<file path="src/rtl/dmem_arbiter_if.sv">
// Request/response bundle between the two memory requesters and dmem_arbiter.
// Port 0 is the core load/store path; port 1 is the loader/debug path.
interface dmem_arbiter_if #(
    parameter int unsigned AW = 8,
    parameter int unsigned DW = 8
);
    logic          req0;
    logic          we0;
    logic [AW-1:0] addr0;
    logic [DW-1:0] wdata0;
    logic          req1;
    logic          we1;
    logic [AW-1:0] addr1;
    logic [DW-1:0] wdata1;
    logic          gnt0;
    logic          gnt1;
    logic          done0;
    logic          done1;
    logic [DW-1:0] rdata;
    logic          err;

    modport master (
        output req0, we0, addr0, wdata0,
        output req1, we1, addr1, wdata1,
        input  gnt0, gnt1, done0, done1, rdata, err
    );

    modport slave (
        input  req0, we0, addr0, wdata0,
        input  req1, we1, addr1, wdata1,
        output gnt0, gnt1, done0, done1, rdata, err
    );
endinterface

</file>
<file path="src/rtl/dmem_arbiter.sv">
// Round-robin arbiter and IDLE->GRANT->ACCESS sequencer for a private byte-wide memory.
// One access per three cycles; gnt, done, err and rdata are all registered.
module dmem_arbiter #(
    parameter int unsigned DEPTH = 16,
    parameter int unsigned AW    = 8,
    parameter int unsigned DW    = 8
) (
    input  logic           clk,
    input  logic           rst,
    dmem_arbiter_if.slave  bus
);
    localparam int unsigned IW = (DEPTH > 1) ? $clog2(DEPTH) : 1;

    typedef enum logic [1:0] {IDLE, GRANT, ACCESS} state_e;

    state_e        state_q, state_d;
    logic          last_gnt_q, last_gnt_d;
    logic          win_q, win_d;
    logic          we_q, we_d;
    logic [AW-1:0] addr_q, addr_d;
    logic [DW-1:0] wdata_q, wdata_d;
    logic          gnt0_q, gnt0_d;
    logic          gnt1_q, gnt1_d;
    logic          done0_q, done0_d;
    logic          done1_q, done1_d;
    logic          err_q, err_d;
    logic [DW-1:0] rdata_q, rdata_d;
    logic [DW-1:0] mem_q [DEPTH];
    logic [DW-1:0] mem_d [DEPTH];

    logic          pick_c;
    logic          in_range_c;
    logic [IW-1:0] idx_c;

    assign in_range_c = (addr_q < AW'(DEPTH));
    assign idx_c      = IW'(addr_q);

    // State register
    always_ff @(posedge clk) begin
        if (rst) begin
            state_q <= IDLE;
        end else begin
            state_q <= state_d;
        end
    end

    // Next-state logic
    always_comb begin
        state_d = state_q;
        case (state_q)
            IDLE:    if (bus.req0 || bus.req1) state_d = GRANT;
            GRANT:   state_d = ACCESS;
            ACCESS:  state_d = IDLE;
            default: state_d = IDLE;
        endcase
    end

    // Output and datapath logic; the memory effect of ACCESS is registered on entry to it,
    // so a reset on that edge cancels both the write and the done pulse.
    always_comb begin
        pick_c     = 1'b0;
        last_gnt_d = last_gnt_q;
        win_d      = win_q;
        we_d       = we_q;
        addr_d     = addr_q;
        wdata_d    = wdata_q;
        gnt0_d     = 1'b0;
        gnt1_d     = 1'b0;
        done0_d    = 1'b0;
        done1_d    = 1'b0;
        err_d      = 1'b0;
        rdata_d    = rdata_q;
        mem_d      = mem_q;
        case (state_q)
            IDLE: begin
                if (bus.req0 && bus.req1) begin
                    pick_c     = ~last_gnt_q;
                    last_gnt_d = ~last_gnt_q;
                end else begin
                    pick_c = bus.req1;
                end
                if (bus.req0 || bus.req1) begin
                    win_d   = pick_c;
                    we_d    = pick_c ? bus.we1    : bus.we0;
                    addr_d  = pick_c ? bus.addr1  : bus.addr0;
                    wdata_d = pick_c ? bus.wdata1 : bus.wdata0;
                    gnt0_d  = ~pick_c;
                    gnt1_d  = pick_c;
                end
            end
            GRANT: begin
                done0_d = ~win_q;
                done1_d = win_q;
                err_d   = ~in_range_c;
                if (we_q) begin
                    if (in_range_c) mem_d[idx_c] = wdata_q;
                end else begin
                    rdata_d = in_range_c ? mem_q[idx_c] : '0;
                end
            end
            default: ;
        endcase
    end

    // Datapath registers
    always_ff @(posedge clk) begin
        if (rst) begin
            last_gnt_q <= 1'b1;
            win_q      <= 1'b0;
            we_q       <= 1'b0;
            addr_q     <= '0;
            wdata_q    <= '0;
            gnt0_q     <= 1'b0;
            gnt1_q     <= 1'b0;
            done0_q    <= 1'b0;
            done1_q    <= 1'b0;
            err_q      <= 1'b0;
            rdata_q    <= '0;
            mem_q      <= '{default: '0};
        end else begin
            last_gnt_q <= last_gnt_d;
            win_q      <= win_d;
            we_q       <= we_d;
            addr_q     <= addr_d;
            wdata_q    <= wdata_d;
            gnt0_q     <= gnt0_d;
            gnt1_q     <= gnt1_d;
            done0_q    <= done0_d;
            done1_q    <= done1_d;
            err_q      <= err_d;
            rdata_q    <= rdata_d;
            mem_q      <= mem_d;
        end
    end

    assign bus.gnt0  = gnt0_q;
    assign bus.gnt1  = gnt1_q;
    assign bus.done0 = done0_q;
    assign bus.done1 = done1_q;
    assign bus.err   = err_q;
    assign bus.rdata = rdata_q;
endmodule

</file>
<file path="src/flat_wrapper.sv">
// flat-port wrapper written by rule: the top's interface ports become plain ports
module dmem_arbiter_flat 
#(
    parameter int unsigned DEPTH = 16,
    parameter int unsigned AW    = 8,
    parameter int unsigned DW    = 8
)
  (clk, rst, bus_req0, bus_we0, bus_addr0, bus_wdata0, bus_req1, bus_we1, bus_addr1, bus_wdata1, bus_gnt0, bus_gnt1, bus_done0, bus_done1, bus_rdata, bus_err);
  dmem_arbiter_if #(.AW(AW), .DW(DW)) bus_i ();
  input  logic clk;
  input  logic rst;
  input wire logic [$bits(bus_i.req0)-1:0] bus_req0;
  input wire logic [$bits(bus_i.we0)-1:0] bus_we0;
  input wire logic [$bits(bus_i.addr0)-1:0] bus_addr0;
  input wire logic [$bits(bus_i.wdata0)-1:0] bus_wdata0;
  input wire logic [$bits(bus_i.req1)-1:0] bus_req1;
  input wire logic [$bits(bus_i.we1)-1:0] bus_we1;
  input wire logic [$bits(bus_i.addr1)-1:0] bus_addr1;
  input wire logic [$bits(bus_i.wdata1)-1:0] bus_wdata1;
  output wire logic [$bits(bus_i.gnt0)-1:0] bus_gnt0;
  output wire logic [$bits(bus_i.gnt1)-1:0] bus_gnt1;
  output wire logic [$bits(bus_i.done0)-1:0] bus_done0;
  output wire logic [$bits(bus_i.done1)-1:0] bus_done1;
  output wire logic [$bits(bus_i.rdata)-1:0] bus_rdata;
  output wire logic [$bits(bus_i.err)-1:0] bus_err;
  assign bus_i.req0 = bus_req0;
  assign bus_i.we0 = bus_we0;
  assign bus_i.addr0 = bus_addr0;
  assign bus_i.wdata0 = bus_wdata0;
  assign bus_i.req1 = bus_req1;
  assign bus_i.we1 = bus_we1;
  assign bus_i.addr1 = bus_addr1;
  assign bus_i.wdata1 = bus_wdata1;
  assign bus_gnt0 = bus_i.gnt0;
  assign bus_gnt1 = bus_i.gnt1;
  assign bus_done0 = bus_i.done0;
  assign bus_done1 = bus_i.done1;
  assign bus_rdata = bus_i.rdata;
  assign bus_err = bus_i.err;
  dmem_arbiter #(.DEPTH(DEPTH), .AW(AW), .DW(DW)) u_core (.clk(clk), .rst(rst), .bus(bus_i));
endmodule
</file>
<file path="config.mk">
export PLATFORM = sky130hd
export DESIGN_NAME = dmem_arbiter_flat
export DESIGN_NICKNAME = d
export VERILOG_FILES = /design/src/rtl/dmem_arbiter_if.sv /design/src/rtl/dmem_arbiter.sv /design/src/flat_wrapper.sv
export SDC_FILE = /design/constraint.sdc
export NUM_CORES = 1
export LEC_CHECK = 0
export BUFFER_PORTS_ARGS = -buffer_cell sky130_fd_sc_hd__buf_2
export CAP_MARGIN = 25
export CORE_MARGIN = 2
export CORE_UTILIZATION = 60
export CTS_CLUSTER_SIZE = 20
export DETAILED_ROUTE_END_ITERATION = 8
export GPL_TIMING_DRIVEN = 0
export PLACE_DENSITY = 0.76
export SYNTH_ARGS = -nofsm -noshare
export SYNTH_HDL_FRONTEND = slang
export SYNTH_SLANG_ARGS = --single-unit
</file>
<file path="constraint.sdc">
create_clock -name clk -period 2.42 [get_ports clk]
set_input_delay 0.484 -clock clk [delete_from_list [all_inputs] [get_ports clk]]
set_output_delay 0.484 -clock clk [all_outputs]
set_load 0.1 [all_outputs]
</file>
* After elaboration in Yosys (flattened, before gate mapping)
Index checks and enable logic that the tools add are counted.
Storage, ports and cells: input bits 38, bits in registers 162, output and inout bits 13, logic and storage cells 66
Cells by class: equal/unequal tests 2, bitwise operators 9, magnitude comparators 3, muxes and demuxes 14, reduce and logical (&&, ||, !) cells 10
Operators by type and width (count):
- bitwise mux 128 bit | 1
- 2-to-1 mux 8 bit | 6
- binary-select mux 8 bit (select 4 bit) | 1
- demux 8 bit (select 4 bit) | 1
- < comparator 8 x 5 -> 1 bit, second input constant | 1
- NOT 1 bit | 8
- AND reduction 2 bit | 3
- >= comparator 5 bit, second input constant | 1
- < comparator 5 x 1 -> 1 bit, second input constant | 1
- NOT 4 -> 5 bit | 1
- one-hot mux 2 bit (2 select lines) | 1
- 2-to-1 mux 1 bit | 3
- AND reduction 3 bit | 1
- OR reduction 3 bit | 1
- equality test 2 x 1 -> 1 bit, second input constant | 1
- logical AND 1 bit | 2
- logical NOT 2 bit | 1
- 2-to-1 mux 2 bit | 1
- inequality test 2 x 1 -> 1 bit, second input constant | 1
- OR reduction 2 bit | 1
- logical OR 1 bit | 1

* Depth between registers and ports, before layout
Gate-level depths: netlist of the first run.
depth in word-level cells 6, mapped depth 7, mapped depth without buffers 4

* Worst setup path after synthesis of the first run
OpenSTA, ideal clock, no wires.
path kind register -> register, start register u_core.addr_q[4], end register u_core.mem_q[107] in the netlist's numbering, period minus slack after synthesis 2139 ps, arrival 2011 ps, library setup time 128 ps, cell stages (with the launch flop) 7, path buffers 2, setup slack 281 ps, cells stage by stage dfxtp_1 or4_4 buf_6 or4b_2 buf_2 mux2i_1 nor2_1
Between the ends: longest elaborated chain between the ends 2
Ends and longest elaborated chain:
- from (decl) | line dmem_arbiter.sv:20 | logic [AW-1:0] addr_q, addr_d;
- from (signal assigned) | line dmem_arbiter.sv:124 | addr_q <= addr_d;
- < comparator 8 x 5 -> 1 bit | line dmem_arbiter.sv:35 | assign in_range_c = (addr_q < AW'(DEPTH));
- AND reduction 3 bit (no line)
- to (signal assigned) | line dmem_arbiter.sv:132 | mem_q <= mem_d;
- to (decl) | line dmem_arbiter.sv:28 | logic [DW-1:0] mem_q [DEPTH];
No other way between the ends. A chain may end at the register's enable or synchronous reset.

* Worst setup path after layout of the first run
start register u_core.addr_q[4], end register u_core.rdata_q[0], in the netlist u_core.bus.rdata[0]
Between the ends: longest elaborated chain between the ends 2
Ends and longest elaborated chain:
- < comparator 8 x 5 -> 1 bit | line dmem_arbiter.sv:35
- 2-to-1 mux 8 bit | line dmem_arbiter.sv:98 | rdata_d = in_range_c ? mem_q[idx_c] : '0;
- to (signal assigned) | line dmem_arbiter.sv:131 | rdata_q <= rdata_d;
- to (decl) | line dmem_arbiter.sv:27 | logic [DW-1:0] rdata_q, rdata_d;
No other way between the ends.

==> results of run 1 <==
## worst max path at each step
stage | startpoint | endpoint | cells after the start
2_1_floorplan | u_core.addr_q[4] | u_core.mem_q[107] | 6
3_3_place_gp | u_core.addr_q[1] | u_core.bus.rdata[3] | 7
3_5_place_dp | u_core.addr_q[1] | u_core.bus.rdata[3] | 7
4_1_cts | u_core.addr_q[4] | u_core.mem_q[69] | 6
5_1_grt | u_core.addr_q[4] | u_core.mem_q[87] | 5
6_report | u_core.addr_q[4] | u_core.bus.rdata[0] | 5
## final cells by class
class | count | area, µm²
timing repair buffer | 60 | 403
multi-input combinational | 422 | 3590
sequential | 162 | 3240
tap | 143 | 179
fill | 792 | 3070
inverter | 17 | 63.8
clock inverter | 11 | 205
clock buffer | 21 | 470
buffer | 57 | 285
## synth_stat cells (2+ instances only)
cell type | n | share of area, %
inv_1 | 17 | 0.89
and2_1 | 2 | 0.17
nand2_1 | 4 | 0.21
buf_2 | 7 | 0.49
clkbuf_1 | 34 | 1.8
buf_1 | 13 | 0.68
mux2i_1 | 153 | 21
dfxtp_1 | 162 | 45
buf_6 | 2 | 0.31
mux4_2 | 32 | 10
nand2b_1 | 5 | 0.44
or4b_2 | 4 | 0.56
a211o_1 | 8 | 0.98
a211oi_1 | 17 | 1.8
nor4_4 | 12 | 3.6
o22ai_1 | 8 | 0.70
nor2_1 | 160 | 8.4
## worst max-delay path, stage by stage (launching register included)
cell and delay, ns:
dfxtp_1 0.33, or4_4 0.54, buf_6 0.16, or4_1 0.75, o22ai_1 0.38, a211o_1 0.15
## per-layer routing
| metal | part of all wire [%] | track usage (%) | vias up | wire length (µm) |
|---|---|---|---|---|
| li1 | - | - | 2466 | - |
| met4 | 3.1 | 11.4 | 0 | 603 |
| met3 | 7.9 | 7.45 | 46 | 1530 |
| met2 | 48 | 49.2 | 229 | 9190 |
| met1 | 41 | 41.1 | 2723 | 7950 |
| met5 | 0 | 0 | - | 0 |
## per-stage QoR
step / worst slack [ns] / TNS [ns] / util, %
floorplan: 0.281 / 0 / -
global placement: -0.473 / -3.44 / 65.8
detailed placement: -0.526 / -3.92 / 65.8
CTS: 0.000515 / 0 / 72.1
global route: 0.00232 / 0 / 73.3
finish: 0.0421 / 0 / 73.3
## logic make-up after synthesis
logic type | count (synthesis) | share of synthesized area [%]
XOR/XNOR | 1 | 0.122
AND/OR/NAND/NOR | 199 | 14.7
multiplexers | 185 | 31.5
buffers and inverters | 75 | 4.63
flip-flops | 162 | 45.3
AO/OA/AOI/OAI | 37 | 3.81
## power groups by stage
| stage | combinational, mW | clock (mW) | sequential, mW |
|---|---|---|---|
| 3_3_place_gp | 0.665 | 0 | 2.79 |
| 2_1_floorplan | 0.453 | 0 | 2.82 |
| 5_1_grt | 0.740 | 3.20 | 2.74 |
| 3_5_place_dp | 0.678 | 0 | 2.80 |
| 4_1_cts | 0.688 | 3.09 | 2.74 |
| 6_report | 0.701 | 3.08 | 2.74 |
## sequential cells by signal, indices dropped and copies added, names as in the netlist
register	count
u_core.bus.done1	1
u_core.bus.rdata	8
u_core.bus.gnt0	1
u_core.bus.done0	1
u_core.bus.gnt1	1
u_core.bus.err	1
u_core.win_q	1
u_core.we_q	1
u_core.addr_q	8
u_core.state_q	2
u_core.wdata_q	8
u_core.mem_q	128
u_core.last_gnt_q	1
## what timing repair did
action,in CTS,in global routing
endpoints found under the setup margin,44,65
pin swaps,7,8
gates resized for setup,7,12
setup buffers,2,9
==> qor.yml, run 1 <==
avgViaCountPerCell: 6.12
fmax_ghz: 0.421
dp.cells: 851
clk_latency_ns: 0.44
reg2reg_depth: 5
setup_viol: 0
synth-edff-count: 0
area_growth_pct: 18.0
post_dp_cell_area_um2: 7580
ys_seq_area_share_pct: 45.3
syn_area_um2: 7160
nets: 775
grt_pass1_wl_mm: 29.6
ys.warnings.count: 0
worst_hold_slack_ns: 0.388
path_clk_slew_ns: 0.06
diodes: 0
clk_path_buf_depth: 2
cts_buffers: 17
portBuffers: 49
criticalPathCategory: "reg2reg"
wl_mm: 19.3
antenna_found_initial: 0
dieArea_um2: 12800
period_share_pct: 98.3
max_cap_violations: 0
hold_path_class: "in2reg"
final_common_cell: "dfxtp_1"
cts_tree: "built"
p_int_mw: 4.94
r2r-start: "u_core.addr_q[4]"
leakage_nw: 3.30
cts_root_buf: "clkbuf_16"
wl_per_cell_um: 21.6
drtIter0Drc: 573
status: "finished, violations left"
synthesis.nets: 697
path_max_fanout: 8
synthFlopType: "dfxtp_1"
slew_headroom_pct: 37.1
fin_worst_skew_ns: 0.00852
min_path_cells: 3
start_kind: "flop"
tightest_slew_ns: 0.940
min_period_ns: 2.38
synthesis.instances: 659
crit_required_ns: 2.80
min-delay-start: "bus_addr0[6]"
violations: "design-rule violations"
ir_drop_mv: 0.652
stdcell_count: 893
grt_usage_pct: 30.8
die_w_um: 113
initial_core_util_pct: 62.1
core_um2: 11500
postCtsHoldBufs: 0
hold_end: "u_core.addr_q[6]"
antenna_left: 0
rows: 39
grt_pass1_vias: 5378
die_h_um: 113
ys_ff_latch: 162
layout-drive-gt1-share_pct: 21.7
p_sw_mw: 1.58
dr.pass1.iters: 7
finalHoldViolations: 0
clockPowerShare_pct: 47.2
ios: 51
swShare_pct: 24.3
rsz0062_at_grt: "false"
p_comb_share_pct: 10.7
synthArstFlopShare_pct: 0
worst-r2r-setup-slack_ns: 0.04
cp-end-kind: "flop"
place_hpwl_mm: 12.4
h-tree-depth: 4
grt-ovfl-total: 0
cts_sinks: 162
dr_total_vias: 5464
reg2reg_to: "u_core.bus.rdata[0]"
drc_errors: 5
layout_common_cells: "dfxtp_1 (162), nor2_1 (160), mux2i_1 (152)"
final_area_um2: 8440
worst-endpoint-arrival_ns: 2.75
final_max_slew_viol_count: 0
ys_types: 36
total_power_mw: 6.52
globalplace.congestion: 0.878
syn_area_per_cell_um2: 10.9
p_per_area_nw_per_um2: 772
grt_max_degree: 17
seqPwrFrac_pct: 42.0
Note: power is estimated with default switching activity, not from simulation.
==> run 2, diff against run 1 <==
--- a/config.mk
+++ b/config.mk
@@ -7,7 +7,7 @@
 export LEC_CHECK = 0
 export BUFFER_PORTS_ARGS = -buffer_cell sky130_fd_sc_hd__buf_2
 export CAP_MARGIN = 25
-export CORE_MARGIN = 2
+export CORE_MARGIN = 5
 export CORE_UTILIZATION = 60
 export CTS_CLUSTER_SIZE = 20
 export DETAILED_ROUTE_END_ITERATION = 8
==> constraint.sdc (replaced) <==
create_clock -name clk -period 2.42 [get_ports clk]
set_input_delay 0.363 -clock clk [delete_from_list [all_inputs] [get_ports clk]]
set_output_delay 0.363 -clock clk [all_outputs]
set_load 0.1 [all_outputs]
==> run 2 against run 1 <==
  * The run now ends clean
  * Sequential power is essentially flat
  * Sequential share of layout area up 0.33 points
  * Total power shrank 3.0%
  * Non-clock buffer count down 1
  * Fmax rose by 0.37%
  * Worst hold slack got worse by 0.12 ns
  * Sequential cell count is the same
  * Clock skew hardly changed
  * Combinational power fell by 0.6%
  * Clock power is 6% lower
  * Global-route usage shrank 4.2 points
==> qor.yml, run 2 (same netlist as run 1, synthesis figures left out) <==
grt_pass1_wl_mm: 28.7  # was 29.6 mm
drc_errors: 0  # was 5
wl_per_cell_um: 21.0  # was 21.6 µm
leakage_nw: 3.25  # was 3.30 nW
worst-endpoint-arrival_ns: 2.66  # was 2.75 ns
cts_buffers: 17  # unchanged
dp.cells: 851  # unchanged
path_max_fanout: 10  # was 8
largest_register: "u_core.mem_q"  # unchanged
cts_root_buf: "clkbuf_16"  # unchanged
max_cap_violations: 0  # unchanged
nets: 774  # was 775
grtUsageMet1_pct: 34.5  # was 41.1%
avgViaCountPerCell: 5.99  # was 6.12
final_common_cell: "dfxtp_1"  # unchanged
rows: 39  # unchanged
dieArea_um2: 14200  # was 12800 µm²
grt-ovfl-total: 0  # unchanged
antenna_left: 0  # unchanged
grt_pass1_vias: 5282  # was 5378
finalHoldViolations: 0  # unchanged
grt_max_degree: 17  # unchanged
min_path_cells: 3  # unchanged
setup_viol: 0  # unchanged
die_w_um: 119  # was 113 µm
fillers: 854  # was 792
dr.pass1.iters: 5  # was 7
dr_total_vias: 5334  # was 5464
final_area_um2: 8370  # was 8440 µm²
reg2reg_depth: 5  # unchanged
antenna_found_initial: 0  # unchanged
ir_drop_mv: 0.625  # was 0.652 mV
worst-r2r-setup-slack_ns: 0.05  # was 0.04 ns
status: "finished, final reports clean"  # was finished, violations left
fin_util_pct: 72.4  # was 73.3%
final_max_slew_viol_count: 0  # unchanged
crit_required_ns: 2.71  # was 2.80 ns
postCtsHoldBufs: 0  # unchanged
start_kind: "flop"  # unchanged
tightest_slew_ns: 0.858  # was 0.940 ns
stdcell_count: 891  # was 893
largest_reg_flops: 128  # unchanged
min_period_ns: 2.37  # was 2.38 ns
globalplace.congestion: 0.870  # was 0.878
die_h_um: 119  # was 113 µm
fin_worst_skew_ns: 0.00849  # was 0.00852 ns
area_growth_pct: 16.9  # was 18.0%
h-tree-depth: 4  # unchanged
hold_path_class: "in2reg"  # unchanged
grt_util_met2_pct: 41.4  # was 49.2%
drtIter0Drc: 459  # was 573
slew_headroom_pct: 42.4  # was 37.1%
cts_sinks: 162  # unchanged
p_per_area_nw_per_um2: 755  # was 772 nW/µm²
layout-drive-gt1-share_pct: 21.1  # was 21.7%
cp-end-kind: "flop"  # unchanged
post_dp_cell_area_um2: 7580  # unchanged
grt_usage_pct: 26.6  # was 30.8%
final.setup.tns_ns: 0  # unchanged
criticalPathCategory: "reg2reg"  # unchanged
clk_latency_ns: 0.43  # was 0.44 ns
ios: 51  # unchanged
wl_mm: 18.7  # was 19.3 mm
period_share_pct: 97.9  # was 98.3%
use_met3_pct: 6.97  # was 7.45%
place_hpwl_mm: 12.4  # about the same
path_clk_slew_ns: 0.06  # about the same
initial_core_util_pct: 61.9  # was 62.1%
clk_path_buf_depth: 2  # unchanged
worst_hold_slack_ns: 0.271  # was 0.388 ns
fmax_ghz: 0.422  # was 0.421 GHz
core_um2: 11600  # was 11500 µm²
portBuffers: 49  # unchanged
layout_common_cells: "dfxtp_1 (162), nor2_1 (160), mux2i_1 (153)"  # was dfxtp_1 (162), nor2_1 (160), mux2i_1 (152)
top_usage_layer: "met2"  # unchanged
cts_tree: "built"  # unchanged
diodes: 0  # unchanged
-- run 2: changes by cell type in the layout (fill, tap and decap cells not counted), moves of 2 or more --
cell,before,now
clkinv_2,5,2
buf_2,55,57
bufinv_16,6,4
buf_4,7,4
clkinvlp_4,0,3
-- run 2: critical path, cell delays in order, from the launching register on --
cell	delay, ns
dfxtp_1	0.36
nand3b_2	0.36
buf_2	0.36
nor4_4	0.77
mux2i_1	0.29
nor2_1	0.07
-- run 2: layer usage --
layer	wire, µm	vias to the layer above
met5	59	-
met4	602	2
met3	1170	41
met2	9050	177
met1	7790	2646
li1	-	2468
-- run 2: metrics by stage --
stage               worst slack, ns  power, mW
floorplan                     0.281       3.27
finish                       0.0508       6.32
detailed placement           -0.482       3.48
CTS                         0.00146       6.32
global route                -0.0180       6.51
global placement             -0.454       3.46
-- run 2: final cells by class --
class                           count  area [µm²]  area share, %
Buffer                             58         283           3.38
Clock buffer                       22         484           5.79
Clock inverter                      9         153           1.82
Inverter                           17        63.8          0.762
Multi-Input combinational cell    422        3590           42.9
Sequential cell                   162        3240           38.8
Tap cell                          143         179           2.14
Timing Repair Buffer               58         375           4.48
-- run 2: where the power goes --
part / switching [mW] / internal [mW]
clock: 1.06 / 1.83
sequential: 0.0268 / 2.71
combinational: 0.477 / 0.219
total: 1.57 / 4.76
-- run 2: worst paths after layout --
kind / from / end
max: u_core.state_q[1] / u_core.mem_q[68]
min: bus_wdata0[1] / u_core.wdata_q[1]
max reg2reg: u_core.state_q[1] / u_core.mem_q[68]
min reg2reg: u_core.win_q / u_core.bus.done0
-- run 2: timing repair --
item / 4_1_cts / 5_1_grt
pin swaps: 6 / 7
buffers inserted: 2 / 7
gates resized for setup: 6 / 8
endpoints found under the setup margin: 24 / 55
==> run 3, diff against run 2 <==
--- a/config.mk
+++ b/config.mk
@@ -8,11 +8,12 @@
 export BUFFER_PORTS_ARGS = -buffer_cell sky130_fd_sc_hd__buf_2
 export CAP_MARGIN = 25
 export CORE_MARGIN = 5
-export CORE_UTILIZATION = 60
+export CORE_UTILIZATION = 51
 export CTS_CLUSTER_SIZE = 20
 export DETAILED_ROUTE_END_ITERATION = 8
 export GPL_TIMING_DRIVEN = 0
-export PLACE_DENSITY = 0.76
+export PLACE_DENSITY = 0.66
+export SKIP_LAST_GASP = 1
 export SYNTH_ARGS = -nofsm -noshare
 export SYNTH_HDL_FRONTEND = slang
 export SYNTH_SLANG_ARGS = --single-unit
==> run 3 against run 2 <==
  * Highest routed layer is now met4
  * Final cell count rose by 4.2%
  * Utilization is 11 points lower
  * Global-route usage fell by 2.9 points
  * Combinational power is essentially flat
  * Die area is 16% higher
  * Register-to-register slack improved by 0.02 ns
  * Wire length up 1.1%
  * Sequential power hardly changed
  * Via count fell by 1.6%
==> qor.yml, run 3 (same netlist as run 1, synthesis figures left out) <==
area_growth_pct: 17.8  # was 16.9%
start_kind: "flop"  # unchanged
p_int_mw: 4.86  # was 4.76 mW
crit_required_ns: 2.70  # was 2.71 ns
ir_drop_mv: 0.527  # was 0.625 mV
dr_total_vias: 5250  # was 5334
h-tree-depth: 4  # unchanged
path_max_fanout: 8  # was 10
avgViaCountPerCell: 5.66  # was 5.99
leakage_nw: 3.26  # was 3.25 nW
cp-end-kind: "flop"  # unchanged
min_period_ns: 2.35  # was 2.37 ns
seqPwrFrac_pct: 42.5  # was 43.3%
rows: 43  # was 39
final.setup.tns_ns: 0  # unchanged
grt-ovfl-total: 0  # unchanged
wl_mm: 18.9  # was 18.7 mm
status: "finished, final reports clean"  # unchanged
p_comb_share_pct: 10.8  # was 11.0%
portBuffers: 49  # unchanged
dr.pass1.iters: 5  # unchanged
fin_ws_ns: 0.0714  # was 0.0508 ns
drc_errors: 0  # unchanged
diodes: 0  # unchanged
core_um2: 13800  # was 11600 µm²
tightest_slew_ns: 0.876  # was 0.858 ns
wl_per_cell_um: 20.3  # was 21.0 µm
finalHoldViolations: 0  # unchanged
clk_path_buf_depth: 2  # unchanged
p_sw_mw: 1.59  # was 1.57 mW
min_path_cells: 3  # unchanged
final_max_slew_viol_count: 0  # unchanged
place_hpwl_mm: 12.7  # was 12.4 mm
globalplace.congestion: 0.819  # was 0.870
largest_reg_flops: 128  # unchanged
hold_path_class: "in2reg"  # unchanged
cts_buffers: 17  # unchanged
period_share_pct: 97.0  # was 97.9%
pre_cts_ws_ns: -0.675  # was -0.482 ns
ios: 51  # unchanged
slew_headroom_pct: 41.1  # was 42.4%
fmax_ghz: 0.426  # was 0.422 GHz
swShare_pct: 24.6  # was 24.8%
final_common_cell: "dfxtp_1"  # unchanged
die_w_um: 128  # was 119 µm
initial_core_util_pct: 51.8  # was 61.9%
fin_worst_skew_ns: 0.00578  # was 0.00849 ns
antenna_found_initial: 0  # unchanged
dieArea_um2: 16500  # was 14200 µm²
max_cap_violations: 0  # unchanged
fillers: 1174  # was 854
largest_register: "u_core.mem_q"  # unchanged
setup_viol: 0  # unchanged
criticalPathCategory: "reg2reg"  # unchanged
grt_usage_pct: 23.7  # was 26.6%
cts_sinks: 162  # unchanged
p_per_area_nw_per_um2: 765  # was 755 nW/µm²
clockPowerShare_pct: 46.7  # was 45.7%
nets: 773  # was 774
path_clk_slew_ns: 0.06  # about the same
die_h_um: 128  # was 119 µm
layout-drive-gt1-share_pct: 21.1  # unchanged
grt_pass1_wl_mm: 29.5  # was 28.7 mm
reg2reg_depth: 6  # was 5
cts_root_buf: "clkbuf_16"  # unchanged
grt_max_degree: 17  # unchanged
worst-endpoint-arrival_ns: 2.63  # was 2.66 ns
grt_pass1_vias: 5298  # was 5282
antenna_left: 0  # unchanged
layout_common_cells: "dfxtp_1 (162), nor2_1 (160), mux2i_1 (153)"  # unchanged
stdcell_count: 928  # was 891
clk_latency_ns: 0.43  # about the same
dp.cells: 888  # was 851
cts_tree: "built"  # unchanged
drtIter0Drc: 378  # was 459
run 3: power by group through the flow:
stage	Combinational, mW	Clock (mW)	Sequential, mW
final	0.697	3.02	2.74
after global routing	0.744	3.16	2.74
after CTS	0.692	3.04	2.74
after detailed placement	0.685	0	2.80
after global placement	0.673	0	2.79
after floorplan	0.453	0	2.82
run 3: what timing repair did:
| action | CTS | global route |
|---|---|---|
| hold buffers | 0 | 0 |
| endpoints found under the hold margin | 0 | 0 |
| pin swaps | 6 | 8 |
| gates resized for setup | 9 | 5 |
| buffers inserted | 1 | 7 |
| endpoints found under the setup margin | 38 | 65 |
run 3: final cells by class:
type	count	area (µm²)	area share, %
repair buffers	57	368	4.36
well taps	180	225	2.67
plain buffers	58	287	3.40
multi-input cells	422	3580	42.5
clock inverters	14	235	2.79
clock buffers	18	429	5.09
flip-flops and latches	162	3240	38.5
inverters	17	63.8	0.757
run 3: path summary, 6_finish.rpt:
path,startpoint,end,slack (ns)
hold / removal,bus_addr0[5],u_core.addr_q[5],0.28
hold reg to reg,u_core.win_q,u_core.bus.done0,0.45
setup reg to reg,u_core.addr_q[4],u_core.mem_q[113],0.07
setup / recovery,u_core.addr_q[4],u_core.mem_q[113],0.07
run 3: critical path, stage by stage (launching register included):
cell	delay [ns]
dfxtp_1	0.33
or4_4	0.53
buf_6	0.16
or4b_2	0.67
clkbuf_4	0.25
mux2i_1	0.19
nor2_1	0.06
run 3: per-layer routing:
layer / GRT usage [%] / wire [µm] / vias to the layer above / part of all wire, %
met2: 39.2 / 9090 / 155 / 48
met4: 8.05 / 479 / 0 / 2.5
li1: - / - / 2461 / -
met1: 31.4 / 8240 / 2599 / 44
met3: 4.36 / 1070 / 35 / 5.6
met5: 0 / 0 / - / 0
run 3: per-stage QoR:
step           power (mW)  hold slack [ns]  utilization [%]  instance area [µm²]
3_3_place_gp         3.47            0.420             55.2                 7630
5_1_grt              6.65            0.293             61.0                 8430
4_1_cts              6.47            0.273             60.1                 8310
6_report             6.45            0.278             61.0                 8430
3_5_place_dp         3.48            0.438             55.2                 7630
2_1_floorplan        3.27            0.404                -                 7160
